### src/rtl/cv32e40x_sleep_ctrl.sv
// Sleep/wake sequencer feeding the core clock gate enable: holds the clock off until boot,
// gates it after a retired WFI once fetch/LSU drain, and restores it on interrupt or debug wake.
module cv32e40x_sleep_ctrl #(
  parameter int unsigned IDLE_CYCLES = 2,
  parameter int unsigned WAKE_DELAY  = 1
) (
  input  logic clk_ungated_i,
  input  logic rst_i,
  input  logic fetch_enable_i,
  input  logic wfi_req_i,
  input  logic if_busy_i,
  input  logic lsu_busy_i,
  input  logic wake_irq_i,
  input  logic debug_req_i,
  output logic clock_en_o,
  output logic core_sleep_o,
  output logic wake_o
);

  if (IDLE_CYCLES < 1 || IDLE_CYCLES > 15) begin : g_bad_idle_cycles
    $error("cv32e40x_sleep_ctrl: IDLE_CYCLES must be in 1..15");
  end
  if (WAKE_DELAY < 1 || WAKE_DELAY > 15) begin : g_bad_wake_delay
    $error("cv32e40x_sleep_ctrl: WAKE_DELAY must be in 1..15");
  end

  localparam logic [3:0] IDLE_LAST = 4'(IDLE_CYCLES - 1);
  localparam logic [3:0] WAKE_LAST = 4'(WAKE_DELAY - 1);

  typedef enum logic [2:0] {
    BOOT  = 3'd0,
    RUN   = 3'd1,
    DRAIN = 3'd2,
    SLEEP = 3'd3,
    WAKE  = 3'd4
  } state_t;

  state_t     state;
  logic [3:0] cnt;
  logic       wake_ev;

  assign wake_ev = wake_irq_i | debug_req_i;

  // Outputs are assigned alongside every state change so they always match the new state.
  always_ff @(posedge clk_ungated_i or posedge rst_i) begin
    if (rst_i) begin
      state        <= BOOT;
      cnt          <= 4'd0;
      clock_en_o   <= 1'b0;
      core_sleep_o <= 1'b0;
      wake_o       <= 1'b0;
    end else begin
      wake_o <= 1'b0;
      case (state)
        BOOT: begin
          if (fetch_enable_i) begin
            state      <= RUN;
            clock_en_o <= 1'b1;
          end
        end
        RUN: begin
          if (wfi_req_i && !wake_ev) begin
            state <= DRAIN;
            cnt   <= 4'd0;
          end
        end
        DRAIN: begin
          if (wake_ev || !wfi_req_i) begin
            state <= RUN;
            cnt   <= 4'd0;
          end else if (if_busy_i || lsu_busy_i) begin
            cnt <= 4'd0;
          end else if (cnt == IDLE_LAST) begin
            state        <= SLEEP;
            cnt          <= 4'd0;
            clock_en_o   <= 1'b0;
            core_sleep_o <= 1'b1;
          end else begin
            cnt <= cnt + 4'd1;
          end
        end
        SLEEP: begin
          if (wake_ev) begin
            state      <= WAKE;
            cnt        <= 4'd0;
            clock_en_o <= 1'b1;
          end
        end
        WAKE: begin
          // Wake is committed once started; a dropped wake_ev does not send us back to SLEEP.
          if (cnt == WAKE_LAST) begin
            state        <= RUN;
            cnt          <= 4'd0;
            core_sleep_o <= 1'b0;
            wake_o       <= 1'b1;
          end else begin
            cnt <= cnt + 4'd1;
          end
        end
        default: begin
          state        <= BOOT;
          cnt          <= 4'd0;
          clock_en_o   <= 1'b0;
          core_sleep_o <= 1'b0;
        end
      endcase
    end
  end

endmodule

### config.mk
export PLATFORM = sky130hd
export DESIGN_NAME = cv32e40x_sleep_ctrl
export DESIGN_NICKNAME = d
export VERILOG_FILES = /design/src/rtl/cv32e40x_sleep_ctrl.sv
export SDC_FILE = /design/constraint.sdc
export NUM_CORES = 1
export LEC_CHECK = 0
export BUFFER_PORTS_ARGS = -buffer_cell sky130_fd_sc_hd__buf_2
export CAP_MARGIN = 20
export CORE_MARGIN = 2
export CORE_UTILIZATION = 48
export DETAILED_ROUTE_END_ITERATION = 12
export PLACE_DENSITY_LB_ADDON = 0.2
export SYNTH_ARGS = -nofsm -noshare
export SYNTH_HDL_FRONTEND = slang
export SYNTH_SLANG_ARGS = --single-unit
export TNS_END_PERCENT = 50
### constraint.sdc
create_clock -name clk_ungated_i -period 1.9 [get_ports clk_ungated_i]
set_input_delay 0.095 -clock clk_ungated_i [delete_from_list [all_inputs] [get_ports clk_ungated_i]]
set_output_delay 0.095 -clock clk_ungated_i [all_outputs]
set_load 0.03 [all_outputs]
Word-level counts from Yosys, hierarchy flattened
Cells that the tools add are included.
{ "word_totals": {"ff_bits": 10, "latch_bits": 0, "ramBits": 0, "rom_bits": 0, "output_inout_bits": 3, "memories": 0} }
{ "op_classes": {"add_sub_neg": 1, "multipliers": 0, "div": 0, "magnitude_cmp": 0, "eq_ne": 14, "shift": 0, "muxes": 28, "bitwise_logic": 4, "reduce_logical": 13} }
{ "op_table": {"columns": ["operator", "count"], "rows": [
  ["two-way mux 4 bit", 6],
  ["two-way mux 3 bit", 7],
  ["one-hot mux 4 bit (5 select lines)", 1],
  ["one-hot mux 3 bit (5 select lines)", 1],
  ["inequality test 2 bit, second input constant", 7],
  ["AND reduction 6 bit", 2],
  ["two-way mux 1 bit", 11],
  ["equality test 3 x 2 -> 1 bit, second input constant", 2],
  ["inequality test 3 bit, second input constant", 2],
  ["AND reduction 5 bit", 1],
  ["adder 4 x 1 -> 4 bit, second input constant", 1],
  ["equality test 4 x 1 -> 1 bit, second input constant", 1],
  ["zero test 4 bit", 1],
  ["one-hot mux 1 bit (4 select lines)", 1],
  ["equality test 3 x 1 -> 1 bit, second input constant", 1],
  ["equality test 3 bit, second input constant", 1],
  ["zero test 3 bit", 1],
  ["NOT 1 bit", 3],
  ["one-hot mux 1 bit (3 select lines)", 1],
  ["AND reduction 3 bit", 1],
  ["OR reduction 3 bit", 1],
  ["zero test 1 bit", 2],
  ["logical OR 1 bit", 2],
  ["OR reduction 2 bit", 1],
  ["2 further kinds", 2]
]} }

Longest topological paths before layout
{ "depth": {"ltp_word": 5, "mapped_depth": 6, "ltp_nobuf": 6} }

Worst setup path after synthesis
OpenSTA, ideal clock, no wires.
{ "synth_timing": {"kind": "reg-to-reg", "from": "register cnt[1]", "to": "register clock_en_o", "setup_ns": 0.127, "arrival_time_ns": 1.721, "setup_slack_ns": 0.051, "path_stages_with_launch": 7, "path_buffers": 0, "path_cell_list": "dfrtp_1 inv_1 ha_1 or3b_1 o41a_1 a21oi_2 mux2_1"} }
{ "synth_via": {"elab_chain_cells": 3} }
{ "synth_lines": {"columns": ["element", "line", "rtl"], "rows": [
  ["start, declared", "39", "logic [3:0] cnt;"],
  ["start signal, assigned", "79", "cnt <= cnt + 4'd1;"],
  ["start signal, assigned", "97", "cnt <= cnt + 4'd1;"],
  ["equality test 4 x 1 -> 1 bit", "73", "end else if (cnt == IDLE_LAST) begin"],
  ["inequality test 2 bit (no source line)", null, null],
  ["AND reduction 6 bit (no source line)", null, null],
  ["end signal, assigned", "76", "clock_en_o <= 1'b0;"],
  ["end signal, assigned", "86", "clock_en_o <= 1'b1;"],
  ["end signal, assigned", "103", "clock_en_o <= 1'b0;"],
  ["end, declared", "15", "output logic clock_en_o,"]
]} }
No other way between the ends.
A chain may end at the register's enable or synchronous reset.

Worst setup path in the final report
Ends and elaborated chain as after synthesis.

==> impl_metrics.toml <==
[route]
post_drt_wl_per_cell_um = 14.4
drt-total-wl_um = 1370
drt_iter0_drc = 0
ant_nets = 0
drc_errors = 0
highest_layer = "met4"
vias_per_cell = 5.86
route.met3.wl_um = 42
drt-pass1-iter-count = 1
num_vias = 557
met1Wirelength_um = 530
wl_met2_um = 784

[worst_hold_path]
hold_start = "if_busy_i"
min_delay_path_depth = 4
hold_path_class = "input pin to flop"
worstHoldEndpoint = "state[2]"

[finish]
num_antenna_cells = 0
multi_input_area_um2 = 399
seqCellArea_um2 = 250
final_area_um2 = 792
fillers = 126
nNetsFinal = 93
drive_gt1_frac = 0.350
areaGrowthSynthToFinish_pct = 17.7
final_cell_mix = "10 x dfrtp_1, 10 x buf_2, 6 x inv_1, 4 x o21ai_0, 4 x a21oi_1"

[logic_synthesis]
synth_compound_area_frac = 0.257
synth_flop_cell = "dfrtp_1"
synthArstFlopShare = 1.00
yosys-mux-area-fraction = 0.0483
syn_nets = 78
ys_ff_latch = 10
synthCells = 67
synth_edf_count = 0
ys_seq_area_frac = 0.372
synth.top_cell.area_share = 0.372
synth_cell_types = 34
synth_area_per_cell_um2 = 10.0
netlist_area_um2 = 673
synth-simple-area-share = 0.193
yosysTopAreaCell = "dfrtp_1"
synthAdderAreaFrac = 0.0558
synth_xor_area_frac = 0.0130
yosysWarnings = 0
synth.area.top_cells = "dfrtp_1 37%, ha_1 5.6%, o2111ai_2 4.5%"
synth_top_family_by_area = "compound AO/OA/AOI/OAI gates"

[timing]
hold_viol = 0
finalClockSkew_ns = 0.00248
setup_ws_ns = 0.0249
setup_viol = 0
slew_violations = 0
min_period_over_period = 0.987
fmax_ghz = 0.533
max_slew.worst_pin.slew_ns = 0.391
max_slew_margin = 0.739
rsz0062_at_grt = "true"
min_period_ns = 1.88

[clock_tree]
numCtsBuffers = 3
cts_tree = "built"
cts-root-buf = "clkbuf_4"
clock_sinks = 10
clk_latency_ns = 0.26
h-tree-depth = 1
clk_pin_slew_worst_paths_ns = 0.06
post-cts-setup-buffer-count = 0
clock_path_buffers = 2

[setup_path]
start_kind = "flop"
crit_type = "flop to flop"
rrSetupSlack_ns = 0.02
r2r-end = "clock_en_o"
reg2regPathDepth = 6
required_ns = 2.05
critPathLaunch = "cnt[1]"
rr_startpoint = "cnt[1]"
worst_ep_arrival_time_ns = 2.02
critPathMaxFanout = 3
critPathCaptureType = "flop"

[power_and_ir_drop]
peakVddDrop_uv = 590
internal_power_mw = 0.545
switchingPower_mw = 0.452
powerDensity_nw_per_um2 = 1260
p_seq_frac = 0.363
power_frac_comb = 0.497
sw_frac_of_total = 0.453
p_leak_nw = 0.369
pwr-share-clk = 0.140

[place]
portBuffers = 10
dp_slack_ns = -0.00648
gp_congestion = 0.777
dp_hpwl_um = 1050
post_dp_cell_area_um2 = 742

[global_routing]
grt_pass1_vias = 582
grt_max_degree = 11
grt_pass1_wl_um = 2440
overflow = 0
grt_usage = 0.184
antenna_found_initial = 0

[floorplanning]
initial_utilization = 0.517
die_area_um2 = 1720
die_w_um = 41.5
die_y_um = 41.5
num_rows = 13
coreArea_um2 = 1300
pin_count = 11

[outcome]
outcome = "complete, no violations"

[job]
cap_violations = 0
[state kept, by name, summed over array words and instances, names as in the netlist]
register,flops
state,3
core_sleep_o,1
cnt,4
wake_o,1
clock_en_o,1
[routing by layer]
metal / track usage / vias up
li1: - / 276
met1: 0.192 / 272
met2: 0.347 / 6
met3: 0.0652 / 3
met4: 0.0387 / 0
met5: 0 / -
[through the flow]
step | hold WS [ns] | TNS, ns | utilization | cells | total power, mW
5_1_grt | 0.306 | -0.0491 | 0.609 | 95 | 1.09
4_1_cts | 0.279 | 0 | 0.600 | 95 | 0.996
2_1_floorplan | -0.0648 | 0 | - | 67 | 0.722
3_5_place_dp | 0.0849 | -0.00648 | 0.570 | 91 | 0.821
6_report | 0.289 | 0 | 0.609 | 95 | 0.998
3_3_place_gp | 0.0874 | 0 | 0.570 | 91 | 0.804
[layout make-up]
type	instances	area share
Multi-Input combinational cell	47	0.504
Timing Repair Buffer	13	0.0948
Tap cell	15	0.0237
Inverter	7	0.0332
Sequential cell	10	0.316
Clock buffer	3	0.0284
[critical path, cell delays in order, from the launching register on]
cell and delay [ns]:
dfrtp_1 0.38, inv_2 0.06, ha_1 0.12, or3b_4 0.39, o41a_1 0.36, a21oi_2 0.13
mux2_4 0.31
[what timing repair did]
item	4_1_cts	5_1_grt
setup endpoints to repair	1	3
endpoints found under the hold margin	10	0
hold buffers	1	0
resized for setup	3	2
[kinds of logic after synthesis]
kind of cell	count (synthesis)
compound gates	20
simple gates	20
buf+inv	10
flops	10
mux	3
fa+ha+maj	3
xor+xnor	1
[power by group through the flow]
stage	clock network, mW	logic, mW	registers [mW]
5_1_grt	0.158	0.554	0.374
3_3_place_gp	0	0.441	0.362
3_5_place_dp	0	0.458	0.363
4_1_cts	0.146	0.490	0.359
6_report	0.140	0.496	0.362
2_1_floorplan	0	0.379	0.344
[synth_stat cells (2+ instances only)]
master	count
a21oi_1	4
ha_1	3
nor2_1	2
nor3_1	2
inv_1	7
buf_2	3
dfrtp_1	10
nand2_1	3
nand3_1	2
o2111ai_2	2
or3b_1	2
nor3b_1	2
o21ai_0	4
[worst max path at each step]
stage / end / slack, ns / cells after the start
5_1_grt: clock_en_o / -0.04 / 6
4_1_cts: clock_en_o / 0.01 / 6
3_3_place_gp: clock_en_o / 0.05 / 6
2_1_floorplan: clock_en_o / 0.05 / 6
3_5_place_dp: clock_en_o / -0.006 / 6
6_report: clock_en_o / 0.02 / 6
No activity file was read; power rests on OpenSTA's default activity.
